$ cat src/rtl/ra_writer_pkg.sv
// Shared Region Array definitions: control-word bit positions, marker words, list indices,
// OPB sizing and the writer FSM state type.
package ra_writer_pkg;

  localparam int unsigned NumLists = 5;
  localparam int unsigned ListO    = 0;
  localparam int unsigned ListPt   = 4;

  localparam int unsigned CtrlLastBit  = 31;
  localparam int unsigned CtrlZclrBit  = 30;
  localparam int unsigned CtrlFlushBit = 28;

  localparam logic [31:0] RaPtrUnused = 32'h8000_0000;
  localparam logic [31:0] OlEolWord   = 32'hF000_0000;

  typedef enum logic [2:0] {
    StIdle,
    StSetup,
    StCtrl,
    StPtr,
    StOlInit,
    StNext,
    StDone
  } state_e;

  // n = 1..3 gives 32/64/128 bytes; n = 0 means the list is off and is gated by the caller.
  function automatic logic [23:0] opb_bytes(input logic [1:0] n);
    return 24'd16 << n;
  endfunction

endpackage

$ cat src/rtl/ra_writer.sv
// Region Array writer: one control word plus 4 (v1) or 5 (v2) list pointers per tile.
// Optional feature: define RA_WRITER_OL_INIT_EN to seed each enabled OPB with an EOL link word.
module ra_writer
  import ra_writer_pkg::*;
(
  input  logic        clock,
  input  logic        reset_n,
  input  logic        ra_gen_trig,
  input  logic [31:0] REGION_BASE,
  input  logic [31:0] OL_BASE,
  input  logic [31:0] TA_ALLOC_CTRL,
  input  logic [31:0] FPU_PARAM_CFG,
  input  logic [5:0]  tiles_x_m1,
  input  logic [5:0]  tiles_y_m1,
  input  logic        zclear_flag,
  output logic        ra_vram_wr,
  output logic [23:0] ra_vram_addr,
  output logic [31:0] ra_vram_dout,
  input  logic        ra_vram_wait,
  output logic        ra_gen_busy,
  output logic        ra_gen_done,
  output logic [12:0] ra_entry_cnt
);

  state_e                     state_q, state_d;
  logic [2:0]                 li_q, li_d;
  logic [23:0]                sum_q, sum_d;
  logic [NumLists-1:0][23:0]  ptr_q, ptr_d;
  logic [NumLists-1:0][1:0]   opb_q, opb_d;
  logic                       v2_q, v2_d;
  logic                       zc_q, zc_d;
  logic [5:0]                 tx_q, tx_d, ty_q, ty_d;
  logic [5:0]                 x_q, x_d, y_q, y_d;
  logic [23:0]                ra_addr_q, ra_addr_d;
  logic [12:0]                cnt_q, cnt_d;
  logic                       busy_q, busy_d;
  logic                       done_q, done_d;
  logic                       wr_q, wr_d;
  logic [23:0]                addr_q, addr_d;
  logic [31:0]                dout_q, dout_d;

  logic [NumLists-1:0] en;
  logic [12:0]         num_tiles;
  logic                accept;
  logic                last_tile;
  logic [3:0]          nxt;
  logic                unused_ok;

  assign unused_ok = ^{REGION_BASE[31:24], OL_BASE[31:24], TA_ALLOC_CTRL[31:18],
                       TA_ALLOC_CTRL[15:14], TA_ALLOC_CTRL[11:10], TA_ALLOC_CTRL[7:6],
                       TA_ALLOC_CTRL[3:2], FPU_PARAM_CFG[31:22], FPU_PARAM_CFG[20:0]};

  // Returns {found, index} of the first enabled list at or above `from`.
  function automatic logic [3:0] next_en(input logic [NumLists-1:0] mask, input logic [2:0] from);
    logic [3:0] r;
    r = '0;
    for (int i = NumLists - 1; i >= 0; i--) begin
      if (i >= int'(from) && mask[i]) r = {1'b1, 3'(i)};
    end
    return r;
  endfunction

  function automatic logic [31:0] ctrl_word(input logic last, input logic zc,
                                            input logic [5:0] x, input logic [5:0] y);
    logic [31:0] w;
    w               = '0;
    w[CtrlLastBit]  = last;
    w[CtrlZclrBit]  = zc;
    w[CtrlFlushBit] = 1'b0;
    w[13:8]         = y;
    w[7:2]          = x;
    return w;
  endfunction

  always_comb begin
    for (int l = 0; l < NumLists; l++) en[l] = |opb_q[l];
  end

  assign num_tiles = (13'(tx_q) + 13'd1) * (13'(ty_q) + 13'd1);
  assign accept    = wr_q && !ra_vram_wait;
  assign last_tile = (x_q == tx_q) && (y_q == ty_q);

  always_comb begin
    state_d   = state_q;
    li_d      = li_q;
    sum_d     = sum_q;
    ptr_d     = ptr_q;
    opb_d     = opb_q;
    v2_d      = v2_q;
    zc_d      = zc_q;
    tx_d      = tx_q;
    ty_d      = ty_q;
    x_d       = x_q;
    y_d       = y_q;
    ra_addr_d = ra_addr_q;
    cnt_d     = cnt_q;
    busy_d    = busy_q;
    done_d    = 1'b0;
    nxt       = '0;

    unique case (state_q)
      StIdle: begin
        if (ra_gen_trig) begin
          for (int l = 0; l < NumLists; l++) opb_d[l] = TA_ALLOC_CTRL[4*l +: 2];
          v2_d      = FPU_PARAM_CFG[21];
          zc_d      = zclear_flag;
          tx_d      = tiles_x_m1;
          ty_d      = tiles_y_m1;
          ra_addr_d = REGION_BASE[23:0];
          sum_d     = OL_BASE[23:0];
          li_d      = 3'(ListO);
          x_d       = '0;
          y_d       = '0;
          cnt_d     = '0;
          busy_d    = 1'b1;
          state_d   = StSetup;
        end
      end
      // One list per cycle: its OPB area starts at the running sum of the earlier areas.
      StSetup: begin
        ptr_d[li_q] = sum_q;
        if (en[li_q]) sum_d = sum_q + (24'(num_tiles) << (3'd4 + {1'b0, opb_q[li_q]}));
        if (li_q == 3'(ListPt)) begin
          li_d    = 3'(ListO);
          state_d = StCtrl;
        end else begin
          li_d = li_q + 3'd1;
        end
      end
      StCtrl: begin
        if (accept) begin
          ra_addr_d = ra_addr_q + 24'd4;
          li_d      = 3'(ListO);
          state_d   = StPtr;
        end
      end
      StPtr: begin
        if (accept) begin
          ra_addr_d = ra_addr_q + 24'd4;
          if (li_q == (v2_q ? 3'd4 : 3'd3)) begin
`ifdef RA_WRITER_OL_INIT_EN
            nxt = next_en(en, 3'd0);
            if (nxt[3]) begin
              li_d    = nxt[2:0];
              state_d = StOlInit;
            end else begin
              state_d = StNext;
            end
`else
            state_d = StNext;
`endif
          end else begin
            li_d = li_q + 3'd1;
          end
        end
      end
      StOlInit: begin
        if (accept) begin
          nxt = next_en(en, li_q + 3'd1);
          if (nxt[3]) li_d = nxt[2:0];
          else        state_d = StNext;
        end
      end
      StNext: begin
        cnt_d = cnt_q + 13'd1;
        for (int l = 0; l < NumLists; l++) begin
          if (en[l]) ptr_d[l] = ptr_q[l] + opb_bytes(opb_q[l]);
        end
        if (last_tile) begin
          done_d  = 1'b1;
          state_d = StDone;
        end else begin
          if (x_q == tx_q) begin
            x_d = '0;
            y_d = y_q + 6'd1;
          end else begin
            x_d = x_q + 6'd1;
          end
          state_d = StCtrl;
        end
      end
      StDone: begin
        busy_d  = 1'b0;
        state_d = StIdle;
      end
      default: state_d = StIdle;
    endcase

    // Write port is registered: present the word belonging to the state being entered.
    wr_d   = 1'b0;
    addr_d = '0;
    dout_d = '0;
    unique case (state_d)
      StCtrl: begin
        wr_d   = 1'b1;
        addr_d = ra_addr_d;
        dout_d = ctrl_word((x_d == tx_d) && (y_d == ty_d), zc_d, x_d, y_d);
      end
      StPtr: begin
        wr_d   = 1'b1;
        addr_d = ra_addr_d;
        dout_d = en[li_d] ? {8'h00, ptr_d[li_d]} : RaPtrUnused;
      end
      StOlInit: begin
        wr_d   = 1'b1;
        addr_d = ptr_d[li_d];
        dout_d = OlEolWord;
      end
      default: ;
    endcase
  end

  always_ff @(posedge clock or negedge reset_n) begin
    if (!reset_n) begin
      state_q   <= StIdle;
      li_q      <= '0;
      sum_q     <= '0;
      ptr_q     <= '0;
      opb_q     <= '0;
      v2_q      <= 1'b0;
      zc_q      <= 1'b0;
      tx_q      <= '0;
      ty_q      <= '0;
      x_q       <= '0;
      y_q       <= '0;
      ra_addr_q <= '0;
      cnt_q     <= '0;
      busy_q    <= 1'b0;
      done_q    <= 1'b0;
      wr_q      <= 1'b0;
      addr_q    <= '0;
      dout_q    <= '0;
    end else begin
      state_q   <= state_d;
      li_q      <= li_d;
      sum_q     <= sum_d;
      ptr_q     <= ptr_d;
      opb_q     <= opb_d;
      v2_q      <= v2_d;
      zc_q      <= zc_d;
      tx_q      <= tx_d;
      ty_q      <= ty_d;
      x_q       <= x_d;
      y_q       <= y_d;
      ra_addr_q <= ra_addr_d;
      cnt_q     <= cnt_d;
      busy_q    <= busy_d;
      done_q    <= done_d;
      wr_q      <= wr_d;
      addr_q    <= addr_d;
      dout_q    <= dout_d;
    end
  end

  assign ra_vram_wr   = wr_q;
  assign ra_vram_addr = addr_q;
  assign ra_vram_dout = dout_q;
  assign ra_gen_busy  = busy_q;
  assign ra_gen_done  = done_q;
  assign ra_entry_cnt = cnt_q;

endmodule

$ cat config.mk
export PLATFORM = sky130hd
export DESIGN_NAME = ra_writer
export DESIGN_NICKNAME = d
export VERILOG_FILES = /design/src/rtl/ra_writer_pkg.sv /design/src/rtl/ra_writer.sv
export SDC_FILE = /design/constraint.sdc
export NUM_CORES = 1
export LEC_CHECK = 0
export CORE_MARGIN = 10
export CORE_UTILIZATION = 45
export DETAILED_ROUTE_END_ITERATION = 8
export GPL_TIMING_DRIVEN = 1
export PLACE_DENSITY_LB_ADDON = 0.3
export SETUP_SLACK_MARGIN = 0.2
export SLEW_MARGIN = 10
export SYNTH_ARGS = -nofsm -noshare
export SYNTH_HDL_FRONTEND = slang
export SYNTH_SLANG_ARGS = --single-unit
$ cat constraint.sdc
create_clock -name clock -period 11.02 [get_ports clock]
set_input_delay 2.204 -clock clock [delete_from_list [all_inputs] [get_ports clock]]
set_output_delay 2.204 -clock clock [all_outputs]
set_load 0.05 [all_outputs]
==> flow_metrics.env <==
export IMPL_num_nets_final=2643
export IMPL_grt_pass1_vias=18600
export IMPL_portion_of_the_post_synthesis_area_used_by_sequential_elements_pct=34.7
export IMPL_worst_endpoint_arrival_ns=8.30
export IMPL_max_clock_freq_mhz=127
export IMPL_clkLatencyLatePin_ns=0.56
export IMPL_synth_area_mm2=0.0200
export IMPL_floorplan_initialDensity_pct=45.3
export IMPL_ioPinCount=217
export IMPL_max_slew_margin_pct=13.1
export IMPL_antenna_cells_inserted=0
export IMPL_largest_net_degree_at_the_start_of_global_routing=80
export IMPL_cp_end_kind="flop"
export IMPL_cts_htree_levels=2
export IMPL_viasPerCell=6.43
export IMPL_cp_required_ns=11.45
export IMPL_cts_tree="done"
export IMPL_r2r_setup_slack_ns=3.16
export IMPL_antenna_violations_before_repair=0
export IMPL_yosysTopAreaCellShare_pct=34.7
export IMPL_rr_worst_depth=26
export IMPL_synth_area_top_cells="sky130_fd_sc_hd__dfrtp_1, sky130_fd_sc_hd__nand2_1, sky130_fd_sc_hd__mux2i_1"
export IMPL_drive_gt1_share_pct=7.81
export IMPL_detail_route_first_pass_iterations=7
export IMPL_synth_largest_area_cell="sky130_fd_sc_hd__dfrtp_1"
export IMPL_synth_cell_types=104
export IMPL_die_outline_area_mm2=0.0533
export IMPL_synth_xor_xnor_area_share_pct=2.50
export IMPL_timing_critical_path_fanout_max=14
export IMPL_final_period_minus_worst_setup_slack_ns=7.86
export IMPL_avgSynthCellArea_um2=8.61
export IMPL_timing_setup_tns_ns=0
export IMPL_placement_io_buffers=143
export IMPL_finalClockSkew_ns=0.0287
export IMPL_dieHeight_um=231
export IMPL_yosys_warnings=0
export IMPL_cts_inserted_buffers=34
export IMPL_synth_flop_cell="sky130_fd_sc_hd__dfrtp_1"
export IMPL_horizontal_die_dimension_um=231
export IMPL_placement_rows=77
export IMPL_setup_violations_final=0
export IMPL_routed_wire_length_per_instance_um=24.0
export IMPL_place_congestion=0.945
export IMPL_synth_edf_count=0
export IMPL_result_of_the_run="finished, final reports clean"
export IMPL_ranking_of_synthesized_cells_by_instance_count="sky130_fd_sc_hd__nand2_1, sky130_fd_sc_hd__dfrtp_1, sky130_fd_sc_hd__nor2_1, sky130_fd_sc_hd__a21oi_1, sky130_fd_sc_hd__o21ai_0"
export IMPL_postRouteWirelength_mm=72.3
export IMPL_timing_critical_path_from_type="flop"
export IMPL_detail_route_drc_violations=0
export IMPL_synth_compound_gate_area_share_pct=21.0
export IMPL_largest_family_of_logic_cells_by_synthesized_area="simple AND/OR/NAND/NOR gates"
export IMPL_report_final_hold_viol_count=0
export IMPL_ys_seq_elements=277
export IMPL_final_min_period_over_clock_period_pct=71.4
export IMPL_post_cts_resized=0
export IMPL_antenna_nets_post_route=0
export IMPL_unrepaired_setup_endpoints_after_global_routing="false"
export IMPL_critical_path_buf_inv_count=4
export IMPL_clock_tree_root_cell="sky130_fd_sc_hd__clkbuf_16"
export IMPL_hold_path_cell_count=2
export IMPL_area_growth_pct=14.6
export IMPL_slowest_stage="sky130_fd_sc_hd__a2111oi_0"
export IMPL_cts_post_setup_buffers_inserted=0
export IMPL_global_route_overflow_total=0
export IMPL_clock_sinks=277
export IMPL_count_of_vias_placed_by_the_detailed_router=19400
export IMPL_post_synth_mux_area_share_pct=6.44
export IMPL_cts_hold_buffers_added=0
export IMPL_core_area_mm2=0.0441
export IMPL_drt_first_iter_violations=2224
export IMPL_path_clk_slew_ns=0.06
export IMPL_hold_path_class="flop to flop"
export IMPL_gr_usage_all_layers_pct=26.2
export IMPL_critical_path_class="flop to flop"
export IMPL_post_dp_hpwl_mm=51.5
export IMPL_post_synth_top_count_cell="sky130_fd_sc_hd__nand2_1"
export IMPL_yosys_area_share_adder_pct=7.35
export IMPL_wire_length_of_the_first_global_routing_pass_mm=110
export IMPL_max_cap_viol_count=0
export IMPL_worst_path_stages=26
export IMPL_slew_viol_final=0
export IMPL_async_reset_ff_share_pct=100
export IMPL_clockBufferDepth=3
export IMPL_actual_slew_at_the_worst_max_slew_pin_ns=1.29
export IMPL_max_stage_delay_ns=0.71
export IMPL_crit_family="adder cells"
export IMPL_post_synth_and_or_nand_nor_area_fraction_pct=23.7
export IMPL_syn_instance_count=2323
cells by family after synthesis:
| kind of cell | after synthesis |
|---|---|
| and+or+nand+nor | 953 |
| AOI/OAI and AO/OA | 616 |
| DFF | 277 |
| buffers and inverters | 194 |
| muxes | 125 |
| adders and majority gates | 100 |
| xor gates and xnor gates | 57 |
| other | 1 |
per-layer routing:
metal	global-route usage [%]	up-vias	routed length, µm
li1	-	8720	-
met1	34.4	9485	29500
met2	40.3	982	32200
met3	5.86	181	7030
met4	12.6	0	3510
met5	0	-	0
final timing paths:
| kind | start | to |
|---|---|---|
| setup / recovery | tx_q[0] | sum_q[21] |
| hold / removal | ptr_q[3] | ptr_q[3] |
| setup reg to reg | tx_q[0] | sum_q[21] |
| hold reg to reg | ptr_q[3] | ptr_q[3] |
| max in group asynchronous | reset_n | sum_q[2] |
| min in group asynchronous | reset_n | ptr_q[117] |
worst reg2reg max path, delay by kind of cell, from the launching register on:
kind | cells | cell delay (ns)
fa+ha+maj | 7 | 3.13
compound gates | 10 | 2.60
xor+xnor | 2 | 0.78
flops | 1 | 0.57
simple gates | 2 | 0.36
buf+inv | 4 | 0.21
mux | 1 | 0.13
per-stage QoR:
stage | hold WS (ns) | instance area [µm²] | worst slack, ns | instances | utilization [%]
6_report | 0.471 | 22900 | 3.16 | 3013 | 51.9
5_1_grt | 0.484 | 22900 | 2.70 | 3013 | 51.9
4_1_cts | 0.471 | 22900 | 3.20 | 3013 | 51.9
3_5_place_dp | 0.456 | 21800 | 3.24 | 2954 | 49.4
3_3_place_gp | 0.450 | 21800 | 3.28 | 2954 | 49.4
2_1_floorplan | 0.435 | 20000 | 4.46 | 2326 | -
final cells by class:
cell class	instances	area, µm²
multi-input combinational	1855	12200
inverter	60	233
clock inverter	20	228
sequential	277	6940
clock buffer	39	910
timing repair buffer	170	1640
fill	4130	21200
tap	592	741
flip-flops by register name, indices dropped and copies added (netlist names), 10 cells and up:
| register | count |
|---|---|
| ptr_q | 120 |
| ra_vram_dout | 27 |
| ra_addr_q | 24 |
| ra_vram_addr | 24 |
| sum_q | 24 |
| ra_entry_cnt | 13 |
| opb_q | 10 |
layout by cell type (no fill, tap or decap), types with 23 or more instances in the layout:
cell / count
sky130_fd_sc_hd__nand3_1: 89
sky130_fd_sc_hd__mux2_2: 25
sky130_fd_sc_hd__nor3_1: 75
sky130_fd_sc_hd__a21oi_1: 141
sky130_fd_sc_hd__nor2_1: 178
sky130_fd_sc_hd__ha_1: 71
sky130_fd_sc_hd__and2_1: 28
sky130_fd_sc_hd__buf_4: 27
sky130_fd_sc_hd__o21ai_1: 23
sky130_fd_sc_hd__or2_2: 25
sky130_fd_sc_hd__a22oi_1: 24
sky130_fd_sc_hd__and3_1: 27
sky130_fd_sc_hd__o22ai_1: 51
sky130_fd_sc_hd__o21ai_0: 107
sky130_fd_sc_hd__nand2_1: 325
sky130_fd_sc_hd__inv_1: 55
sky130_fd_sc_hd__fa_1: 29
sky130_fd_sc_hd__dfrtp_1: 276
sky130_fd_sc_hd__nand4_1: 38
sky130_fd_sc_hd__clkbuf_16: 34
sky130_fd_sc_hd__clkdlybuf4s50_1: 142
sky130_fd_sc_hd__mux2i_1: 96
sky130_fd_sc_hd__xnor2_1: 36
Power is not shown: default switching activity piles up to over one toggle a cycle in this logic, so the estimate is an artifact.
